### src/rtl/intr_controller.sv
// -----------------------------------------------------------------------------
// intr_controller
//   Request side of the core's INTR / Inject_Int handshake, feeding the
//   Control_unit. External request pins are synchronised, rising edges are
//   latched as pending, and the unmasked pending sources are arbitrated with
//   fixed priority (lowest index wins). INTR is held until the Control_unit
//   acknowledges with Inject_Int. No new request is raised until the
//   handler's RTI retires (rti_done).
//
// Ports
//   clk         system clock, rising edge
//   rst         asynchronous active-high reset
//   irq_in      asynchronous request pins, rising-edge triggered
//   irq_mask    1 = source masked (still latched as pending, not arbitrated)
//   Inject_Int  1-cycle ack: phantom interrupt instruction injected
//   rti_done    1-cycle pulse: RTI retired
//   INTR        interrupt request to Control_unit
//   intr_vec    index of the granted source, stable while INTR=1
//   in_service  handler active
//   pending     latched pending bits (status)
// -----------------------------------------------------------------------------
module intr_controller #(
  parameter int NUM_SRC     = 4,
  parameter int SYNC_STAGES = 2,
  parameter int VEC_W       = 2
) (
  input  logic               clk,
  input  logic               rst,
  input  logic [NUM_SRC-1:0] irq_in,
  input  logic [NUM_SRC-1:0] irq_mask,
  input  logic               Inject_Int,
  input  logic               rti_done,
  output logic               INTR,
  output logic [VEC_W-1:0]   intr_vec,
  output logic               in_service,
  output logic [NUM_SRC-1:0] pending
);

  typedef enum logic [1:0] {
    IDLE    = 2'd0,
    REQ     = 2'd1,
    SERVICE = 2'd2
  } state_t;

  state_t state, state_next;

  // Element [0] is the first synchroniser flop, [SYNC_STAGES-1] the last.
  logic [SYNC_STAGES-1:0][NUM_SRC-1:0] sync_q;
  logic [NUM_SRC-1:0]                  sync_last_d;
  logic [NUM_SRC-1:0]                  edge_det;
  logic [NUM_SRC-1:0]                  eligible;
  logic [NUM_SRC-1:0]                  clr;
  logic [VEC_W-1:0]                    vec_next;

  // Lowest set index of req; returns 0 when req is empty (caller guards).
  function automatic logic [VEC_W-1:0] prio_enc(input logic [NUM_SRC-1:0] req);
    logic [VEC_W-1:0] idx;
    idx = '0;
    for (int i = NUM_SRC - 1; i >= 0; i--) begin
      if (req[i]) idx = VEC_W'(i);
    end
    return idx;
  endfunction

  // Synchroniser chain plus one extra flop for rising-edge detection.
  always_ff @(posedge clk or posedge rst) begin
    if (rst) begin
      sync_q      <= '0;
      sync_last_d <= '0;
    end else begin
      sync_q      <= {sync_q[SYNC_STAGES-2:0], irq_in};
      sync_last_d <= sync_q[SYNC_STAGES-1];
    end
  end

  assign edge_det = sync_q[SYNC_STAGES-1] & ~sync_last_d;
  assign eligible = pending & ~irq_mask;

  // A fresh edge on the bit being cleared wins, so the new request survives.
  always_ff @(posedge clk or posedge rst) begin
    if (rst) begin
      pending <= '0;
    end else begin
      pending <= edge_det | (pending & ~clr);
    end
  end

  always_ff @(posedge clk or posedge rst) begin
    if (rst) begin
      state    <= IDLE;
      intr_vec <= '0;
    end else begin
      state    <= state_next;
      intr_vec <= vec_next;
    end
  end

  // Strobes arriving in the wrong state fall through to the defaults and
  // leave everything unchanged.
  always_comb begin
    state_next = state;
    vec_next   = intr_vec;
    clr        = '0;
    case (state)
      IDLE: begin
        if (eligible != '0) begin
          state_next = REQ;
          vec_next   = prio_enc(eligible);
        end
      end
      REQ: begin
        if (Inject_Int) begin
          state_next = SERVICE;
          clr        = NUM_SRC'(1) << intr_vec;
        end
      end
      SERVICE: begin
        if (rti_done) state_next = IDLE;
      end
      default: state_next = IDLE;
    endcase
  end

  assign INTR       = (state == REQ);
  assign in_service = (state == SERVICE);

endmodule

### config.mk
export PLATFORM = sky130hd
export DESIGN_NAME = intr_controller
export DESIGN_NICKNAME = d
export VERILOG_FILES = /design/src/rtl/intr_controller.sv
export SDC_FILE = /design/constraint.sdc
export NUM_CORES = 1
export LEC_CHECK = 0
export ABC_CLOCK_PERIOD_IN_PS = 1910
export CAP_MARGIN = 0
export CORE_MARGIN = 2
export CORE_UTILIZATION = 44
export DETAILED_ROUTE_END_ITERATION = 10
export GPL_TIMING_DRIVEN = 0
export PLACE_DENSITY = 0.73
export SYNTH_ARGS = -nofsm -noshare
export SYNTH_HDL_FRONTEND = slang
export SYNTH_SLANG_ARGS = --single-unit
### constraint.sdc
create_clock -name clk -period 1.91 [get_ports clk]
set_clock_uncertainty 0.2 [all_clocks]
set_input_delay 0.2865 -clock clk [delete_from_list [all_inputs] [get_ports clk]]
set_output_delay 0.2865 -clock clk [all_outputs]
set_load 0.01 [all_outputs]
Word level (Yosys, flattened, before mapping)
Cells that the tools add are included.

word-level totals
  register bits = 20
  bits of input ports = 12
  output and inout port bits = 8
  word-level logic and storage cells = 33

operators by class
  eq/ne operators = 5
  shifts and indexed selects = 1
  mux-type cells = 10
  bitwise logic cells = 7
  reductions and logical operators = 4

operator list
  cell                                                               count
  2-bit 2-to-1 mux                                                   7
  4-bit AND                                                          3
  4-bit inverter                                                     3
  4-bit 2-to-1 mux                                                   2
  2-bit != test, second input constant                               3
  2-bit one-hot mux with 3 select lines                              1
  4-bit bitwise OR                                                   1
  4-bit nonzero test                                                 1
  1-bit by 2-bit << shifter with 4-bit output, first input constant  1
  3-bit AND reduction                                                1
  2-bit by 1-bit == test with 1-bit output, second input constant    1
  2-bit == test, second input constant                               1
  2-bit logical NOT                                                  1
  2-bit AND reduction                                                1

Logic depth before layout (Yosys ltp)
Gate-level depths: netlist of the first run.

  depth after elaboration = 6
  mapped depth = 3
  mapped depth without buffers = 3

Worst setup path after synthesis of the first run
Ideal clock, no wire load.

  kind = reg2reg
  start point = register state[1]
  end point = register pending[1]
  setup time = 121 ps
  arrival time = 1033 ps
  required time = 1589 ps
  slack = 556 ps
  stages on the path, launching flop included = 4
  path buffers = 0
  period minus slack after synthesis = 1354 ps
  cells stage by stage = dfrtp_1 nand3b_4 or3_1 a22o_1

on the way
  word-level cells in the longest chain between the ends = 5

ends and longest elaborated chain
  element                                   RTL line  source
  from (decl)                               45        state_t state, state_next;
  from (signal assigned)                    93        state <= state_next;
  2-bit by 1-bit == test with 1-bit output  104       case (state)
  4-bit 2-to-1 mux                          104
  4-bit inverter                            84        pending <= edge_det | (pending & ~clr);
  4-bit AND                                 84
  4-bit bitwise OR                          84
  to (signal assigned)                      84
  to (decl)                                 36        output logic [NUM_SRC-1:0] pending

No other way between the ends.
A chain may end at the register's enable or synchronous reset.

Worst setup path after layout of the first run
  start point = register intr_vec[0]
  end point = output port intr_vec[0]

RTL lines
  element                 RTL line  source
  from (decl)             34        output logic [VEC_W-1:0] intr_vec,
  from (signal assigned)  94        intr_vec <= vec_next;

No word-level cell between the ends.

==> results.cfg, run 1 <==
[timing]
setup_viol = 0
fin_crit_sh_pct = 93.6
min_period_ns = 1.79
setup_tns_ns = 0
rsz0062_at_grt = false
finalWorstSetupSlack_ns = 0.121
hold_violations = 0
slew_headroom_pct = 52.4
timing.fmax_mhz = 559
finalMaxSlewViolations = 0
worst_pin_slew_ns = 0.713

[cts]
hold_buffers = 0
h-tree-depth = 1
clock_sinks = 20
cts_buffers = 3
clk_latency_ns = 0.29
cts-root-buf = clkbuf_4
path_clk_slew_ns = 0.11
tritoncts = done
clockBufferDepth = 2

[power]
p_switching_uw = 398
pwr-share-seq_pct = 42.7
total_leakage_power_nw = 0.464
peakVddDrop_mv = 0.674
p_int_uw = 993
swShare_pct = 28.6
clockPowerShare_pct = 23.9
pwr-share-comb_pct = 33.4
powerDensity_mw_per_mm2 = 1410

[flow_run]
cap_violations = 0

[floorplanning]
start_util_pct = 46.8
core_region_area_mm2 = 0.00151
placementRows = 14
dieArea_mm2 = 0.00194
dieWidth_um = 44.0
io_pins = 20
die_height_um = 44.0

[finish]
drive_gt1_share_pct = 8.75
final_core_util_pct = 65.4
seqCellArea_um2 = 500
fin_cells = 96
finalNetCount = 93
n_antenna_cell = 0
multi_input_area_um2 = 171
nFillCells = 127
area_growth_pct = 39.5

[place]
dp_hpwl_um = 855
pre_cts_ws_ns = 0.122
gp_congestion = 0.775
dp_cells = 90
io_buffers = 19

[setup_path]
worst_ep_arrival_time_ns = 1.30
cp_max_fo = 6
crit_chain = clkdlybuf4s50_1
cpMaxStageDelayCell = clkdlybuf4s50_1
worst_setup_path_end_kind = output pin
path_buf_inv = 1
max_stage_delay_ns = 0.57
crit_family = buffers and inverters
path_class = reg -> out
cp_data_required_time_ns = 1.42
cp-start-kind = flop

[min_path]
hp-class = reg -> reg

[grt]
grt.overflow.total = 0
grt_usage_pct = 14.3
grt_max_degree = 21
antenna_found_initial = 0
grt_pass1_wl_um = 1920
grt_pass1_vias = 475

[logic_synthesis]
yosys_warnings = 0
ys_seq_area_share_pct = 70.9
netlist_top_cells_area = dfrtp_1 71%, o21ai_0 5.7%, inv_1 4.8%
ys_ff_latch = 20
synth_top_area_share_pct = 70.9
synth_nets = 67
avgSynthCellArea_um2 = 12.8
yosysTopAreaCell = dfrtp_1
synth.distinct_cells = 16
netlist_area_um2 = 706
synthCells = 55

[outcome]
status = complete, no violations

[routing]
drcViolationCount = 0
routed_wl_um = 1190
drt_pass1_iterations = 4
drt_iter0_markers = 5
routed_via_density = 5.21
ant_nets = 0
post_drt_wl_per_cell_um = 12.3
vias = 500
==> logic make-up after synthesis <==
family          after synthesis  share of synthesized area, %
compound gates               14                          12.8
buf+inv                       9                          4.79
flops                        20                          70.9
simple gates                 12                          11.5
==> state kept, by name, summed over array words and instances (netlist names) <==
name	cells
state	2
sync_q	8
pending	4
sync_last_d	4
intr_vec	2
==> cell usage after synthesis <==
library cell   n
or3_1          1
o31ai_1        1
inv_1          9
nand4b_1       1
nand3b_4       1
a22o_1         1
dfrtp_1       20
nand2b_1       1
o311ai_0       1
a21boi_0       1
nor2_1         3
nor2b_1        4
o2bb2ai_1      1
nand2_1        1
o21ai_0        8
a221oi_1       1
==> cell usage in the layout, fill, tap and decap left out <==
cell and n:
nand2_1 1, clkbuf_4 3, a21boi_0 1, nand2b_1 1
a221oi_1 1, or3_1 1, o2bb2ai_1 1, bufinv_16 1
nor2b_1 4, buf_4 2, dfrtp_1 20, nand3b_4 1
nand4b_1 1, dlymetal6s2s_1 1, nor2_1 3, a22o_1 1
o311ai_0 1, clkdlybuf4s50_1 17, o31ai_1 1, inv_1 9
dlygate4sd2_1 1, o21ai_0 8
==> routing by layer <==
| metal | track usage [%] | share of wire, % | vias up |
|---|---|---|---|
| li1 | - | - | 237 |
| met1 | 15.2 | 40 | 243 |
| met2 | 22.9 | 53 | 18 |
| met3 | 2.86 | 6.0 | 2 |
| met4 | 14.5 | 0.84 | 0 |
| met5 | 0 | 0 | - |
==> path summary, 6_finish.rpt <==
| kind | startpoint | end | slack [ns] | depth (start not counted) |
|---|---|---|---|---|
| max in group asynchronous | rst | sync_q[3] | 0.86 | 2 |
| worst max register to register | state[1] | intr_vec[1] | 0.46 | 4 |
| worst min register to register | sync_q[1] | sync_q[5] | 0.16 | 0 |
| min in group asynchronous | rst | pending[3] | 0.20 | 2 |
| worst min-delay path | sync_q[1] | sync_q[5] | 0.16 | 0 |
| worst max-delay path | intr_vec[0] | intr_vec[0] | 0.12 | 1 |
==> power groups by stage <==
stage / logic, mW / clock network (mW) / registers, mW
after floorplan: 0.193 / 0 / 0.624
after global placement: 0.422 / 0 / 0.610
after detailed placement: 0.432 / 0 / 0.615
after CTS: 0.457 / 0.349 / 0.598
after global routing: 0.508 / 0.366 / 0.611
final: 0.465 / 0.332 / 0.595
==> through the flow <==
step	cell area (um^2)	hold WS, ns	power [mW]
2_1_floorplan	706	0.0503	0.818
3_3_place_gp	916	0.133	1.03
3_5_place_dp	916	0.137	1.05
4_1_cts	975	0.163	1.40
5_1_grt	985	0.161	1.49
6_report	985	0.160	1.39
==> worst reg2reg max path, stage by stage (launching register included) <==
cell and delay, ns:
dfrtp_1 0.44, buf_4 0.16, nor2_1 0.22, o21ai_0 0.17, a21boi_0 0.19
==> area by class of cell <==
class | count | share of cell area, %
clock buffer | 3 | 2.29
clock inverter | 1 | 3.05
inverter | 9 | 3.43
multi-input combinational | 26 | 17.4
sequential | 20 | 50.8
tap | 16 | 2.03
timing repair buffer | 21 | 21.0
==> repair_timing <==
action | in CTS | in global routing
cloned | 0 | 0
setup endpoints to repair | 2 | 1
setup buffers | 1 | 1
gates resized for setup | 1 | 1
No activity file was read; power rests on OpenSTA's default activity.
==> inputs of run 2 (changes only) <==
--- a/config.mk
+++ b/config.mk
@@ -5,13 +5,14 @@
 export SDC_FILE = /design/constraint.sdc
 export NUM_CORES = 1
 export LEC_CHECK = 0
-export ABC_CLOCK_PERIOD_IN_PS = 1910
 export CAP_MARGIN = 0
 export CORE_MARGIN = 2
 export CORE_UTILIZATION = 44
 export DETAILED_ROUTE_END_ITERATION = 10
+export GPL_ROUTABILITY_DRIVEN = 0
 export GPL_TIMING_DRIVEN = 0
 export PLACE_DENSITY = 0.73
+export SETUP_SLACK_MARGIN = 0.15
 export SYNTH_ARGS = -nofsm -noshare
 export SYNTH_HDL_FRONTEND = slang
 export SYNTH_SLANG_ARGS = --single-unit
==> results.cfg, run 2 (same netlist as run 1, synthesis figures left out) <==
[outcome]
status = complete, no violations

[grt]
grt.overflow.total = 0
grt_max_degree = 21
grt_pass1_wl_um = 2040
grt_pass1_vias = 485
grt_usage_pct = 15.3
antenna_found_initial = 0

[place]
dpl_cell_area_um2 = 916
io_buffers = 19
pre_cts_ws_ns = 0.122
dp_cells = 90
dp_hpwl_um = 855

[finish]
drive_gt1_share_pct = 12.0
final_core_util_pct = 67.0
largest_reg_flops = 8
n_antenna_cell = 0
nFillCells = 128
design_area_mm2 = 0.00101
fin_cells = 99
top_register = sync_q
reg_top3 = sync_q x8, pending x4, sync_last_d x4
finalNetCount = 96
final_cell_mix = 20 x dfrtp_1, 15 x clkdlybuf4s50_1, 9 x inv_1, 8 x o21ai_0, 5 x buf_4
seqCellArea_um2 = 500
area_growth_pct = 43.1
final_common_cell = dfrtp_1
multi_input_area_um2 = 171

[timing]
timing.fmax_mhz = 592
fin_crit_sh_pct = 88.5
setup_viol = 0
slew_headroom_pct = 52.9
setup_tns_ns = 0
finalWorstSetupSlack_ns = 0.220
hold_violations = 0
worst_pin_slew_ns = 0.705
rsz0062_at_grt = false
min_period_ns = 1.69
finalMaxSlewViolations = 0

[routing]
routed_via_density = 5.07
ant_nets = 0
drt_pass1_iterations = 3
drt_iter0_markers = 1
post_drt_wl_per_cell_um = 12.4
drcViolationCount = 0
vias = 502
routed_wl_um = 1230

[power]
total_leakage_power_nw = 0.470
powerDensity_mw_per_mm2 = 1420
peakVddDrop_mv = 0.696

[cts]
path_clk_slew_ns = 0.11
clock_sinks = 20
clk_latency_ns = 0.30
cts_buffers = 3
h-tree-depth = 1
tritoncts = done
cts-root-buf = clkbuf_4
clockBufferDepth = 2

[setup_path]
worst_ep_arrival_time_ns = 1.20
cpMaxStageDelayCell = clkdlybuf4s50_1
cp_data_required_time_ns = 1.42
max_stage_delay_ns = 0.54
crit_family = buffers and inverters
path_class = reg -> out
ff2ff_setup_slack_ns = 0.40
path_buf_inv = 1
cp-start-kind = flop
cp_max_fo = 3
crit_chain = clkdlybuf4s50_1
worst_setup_path_end_kind = output pin

[floorplanning]
dieWidth_um = 44.0
die_height_um = 44.0
start_util_pct = 46.8
dieArea_mm2 = 0.00194
io_pins = 20
core_region_area_mm2 = 0.00151
placementRows = 14

[flow_run]
cap_violations = 0

[min_path]
hp-class = reg -> reg
[run 2: changes by cell type in the layout (fill, tap and decap cells not counted)]
| cell | delta |
|---|---|
| dlymetal6s2s_1 | +1 |
| clkdlybuf4s15_1 | +1 |
| clkdlybuf4s50_1 | -2 |
| buf_4 | +3 |
[run 2: worst paths after layout]
kind,start,to,cells after the start
min in group asynchronous,rst,sync_q[7],2
worst min-delay path,sync_q[3],sync_q[7],0
max in group asynchronous,rst,sync_last_d[2],2
worst max-delay path,pending[0],pending[0],1
worst max register to register,state[1],pending[1],4
worst min register to register,sync_q[3],sync_q[7],0
[run 2: report_power, final]
group	total, mW	switching (mW)	internal [mW]	leakage [nW]
logic	0.536	0.241	0.294	0.215
clock network	0.337	0.125	0.212	0.0279
registers	0.561	0.0460	0.515	0.227
[run 2: stage by stage]
stage | total power [mW] | hold WS, ns
finish | 1.43 | 0.154
global placement | 1.03 | 0.133
CTS | 1.45 | 0.163
floorplan | 0.818 | 0.0503
detailed placement | 1.05 | 0.137
global route | 1.52 | 0.155
[run 2: timing repair]
item | CTS | global route
resized for setup | 2 | 3
buffers inserted | 5 | 0
setup endpoints to repair | 5 | 3
hold buffers | 0 | 0
[run 2: layout make-up]
| type | count | share of cell area, % |
|---|---|---|
| Sequential cell | 20 | 49.6 |
| Timing Repair Buffer | 24 | 22.9 |
| Clock buffer | 3 | 2.23 |
| Inverter | 9 | 3.35 |
| Tap cell | 16 | 1.98 |
| Multi-Input combinational cell | 26 | 17.0 |
| Clock inverter | 1 | 2.97 |
[run 2: layer usage]
metal  routed length, um  GRT usage (%)  share of wire (%)
met5                   0              0                  0
met4                  29           14.5                2.4
met3                  75           2.86                6.1
met2                 627           25.0                 51
met1                 493           16.3                 40
==> inputs of run 3 (changes only) <==
--- a/config.mk
+++ b/config.mk
@@ -5,8 +5,7 @@
 export SDC_FILE = /design/constraint.sdc
 export NUM_CORES = 1
 export LEC_CHECK = 0
-export CAP_MARGIN = 0
-export CORE_MARGIN = 2
+export CORE_MARGIN = 5
 export CORE_UTILIZATION = 44
 export DETAILED_ROUTE_END_ITERATION = 10
 export GPL_ROUTABILITY_DRIVEN = 0
==> constraint.sdc (replaced) <==
create_clock -name clk -period 1.91 [get_ports clk]
set_clock_uncertainty 0.2 [all_clocks]
set_input_delay 0.382 -clock clk [delete_from_list [all_inputs] [get_ports clk]]
set_output_delay 0.382 -clock clk [all_outputs]
set_load 0.01 [all_outputs]
==> results.cfg, run 3 (same netlist as run 1, synthesis figures left out) <==
[power]
peakVddDrop_mv = 0.706
pwr-share-seq_pct = 47.5
swShare_pct = 31.7
pwr-share-comb_pct = 37.4
powerDensity_mw_per_mm2 = 1270
clockPowerShare_pct = 15.1
p_int_uw = 821
finalPower_mw = 1.20
total_leakage_power_nw = 0.441
p_switching_uw = 382

[min_path]
holdPathEnd = sync_q[5]
hp-start = sync_q[1]
hold_path_depth = 0
hp-class = reg -> reg

[finish]
seqCellArea_um2 = 500
n_antenna_cell = 0
reg_top3 = sync_q x8, pending x4, sync_last_d x4
finalNetCount = 94
multi_input_area_um2 = 171
largest_reg_flops = 8
drive_gt1_share_pct = 10.0
nFillCells = 128
fin_cells = 96
final_cell_mix = 20 x dfrtp_1, 11 x clkdlybuf4s50_1, 9 x inv_1, 8 x o21ai_0, 7 x dlygate4sd2_1
area_growth_pct = 34.2
final_common_cell = dfrtp_1
top_register = sync_q

[place]
dp_hpwl_um = 869
dp_cells = 90
io_buffers = 19

[routing]
vias = 471
drcViolationCount = 0
drt_pass1_iterations = 4
routed_via_density = 4.91
post_drt_wl_per_cell_um = 12.0
drt_iter0_markers = 5
ant_nets = 0
routed_wl_um = 1150

[floorplanning]
dieArea_mm2 = 0.00250
start_util_pct = 46.8
core_region_area_mm2 = 0.00151
placementRows = 14
die_height_um = 50.0
io_pins = 20
dieWidth_um = 50.0

[grt]
grt_pass1_vias = 489
antenna_found_initial = 0
grt_max_degree = 21
grt.overflow.total = 0
grt_pass1_wl_um = 2130
grt_usage_pct = 11.0

[timing]
min_period_ns = 1.67
setup_viol = 0
timing.fmax_mhz = 597
finalMaxSlewViolations = 0
hold_violations = 0
fin_crit_sh_pct = 87.6
worst_pin_slew_ns = 0.713
setup_tns_ns = 0
slew_headroom_pct = 52.4
rsz0062_at_grt = false

[setup_path]
cp-start-kind = flop
worst_setup_path_end_kind = output pin
ff2ff_setup_slack_ns = 0.48
r2r_end = pending[1]
path_class = reg -> out
cp_max_fo = 3
cp_data_required_time_ns = 1.33
rr_worst_depth = 3
reg2reg_from = state[1]
worst_ep_arrival_time_ns = 1.09

[cts]
clockBufferDepth = 2
cts_buffers = 3
tritoncts = done
clock_sinks = 20
clk_latency_ns = 0.28
cts-root-buf = clkbuf_4
h-tree-depth = 1
path_clk_slew_ns = 0.09

[flow_run]
cap_violations = 0

[outcome]
status = complete, no violations
## run 3: changes by cell type in the layout (fill, tap and decap cells not counted)
cell | before | now
buf_4 | 5 | 3
bufinv_16 | 1 | 0
clkbuf_2 | 0 | 1
clkdlybuf4s15_1 | 1 | 0
clkdlybuf4s50_1 | 15 | 11
dlygate4sd2_1 | 1 | 7
dlymetal6s2s_1 | 2 | 0
## run 3: critical path: stages, from the launching register on
cell	delay, ns
dfrtp_1	0.39
inv_1	0.09
nor2_1	0.05
dlygate4sd2_1	0.28
## run 3: metal layers
layer | global-route usage (%) | vias to the layer above | share of wire, %
met3 | 3.61 | 2 | 7.9
met4 | 5.24 | 0 | 0.52
met5 | 0 | - | 0
met1 | 15.1 | 222 | 44
met2 | 15.3 | 13 | 47
li1 | - | 234 | -
## run 3: what timing repair did
item | in CTS | in global routing
hold endpoints to repair | 0 | 0
hold buffers | 0 | 0
gates resized for setup | 8 | 2
gates cloned | 0 | 0
buffers inserted | 3 | 0
setup endpoints to repair | 8 | 1
## run 3: final cells by class
| class | count | area share, % |
|---|---|---|
| clock buffer | 3 | 2.38 |
| inverter | 9 | 3.57 |
| multi-input combinational | 26 | 18.1 |
| sequential | 20 | 52.8 |
| tap | 16 | 2.11 |
| timing repair buffer | 22 | 21.0 |
## run 3: how the worst max path moves through the flow
stage | startpoint | end | depth (start not counted)
final | state[0] | INTR | 3
after global routing | state[0] | INTR | 3
after CTS | state[0] | in_service | 4
after detailed placement | Inject_Int | pending[1] | 4
after global placement | Inject_Int | pending[1] | 4
after floorplan | state[1] | pending[1] | 3
## run 3: power groups by stage
stage                     combinational, mW  sequential [mW]  clock [mW]
after floorplan                       0.193            0.624           0
after global placement                0.426            0.611           0
after detailed placement              0.434            0.614           0
after CTS                             0.459            0.572       0.193
after global routing                  0.510            0.588       0.211
final                                 0.450            0.572       0.181
## run 3: metrics by stage
stage | util [%] | worst slack (ns) | area (um^2) | hold WS (ns)
after floorplan | - | 0.556 | 706 | 0.131
after global placement | 60.8 | 0.0487 | 916 | 0.133
after detailed placement | 60.8 | 0.0264 | 916 | 0.136
after CTS | 63.1 | 0.157 | 951 | 0.159
after global routing | 62.9 | 0.160 | 947 | 0.175
final | 62.9 | 0.236 | 947 | 0.156
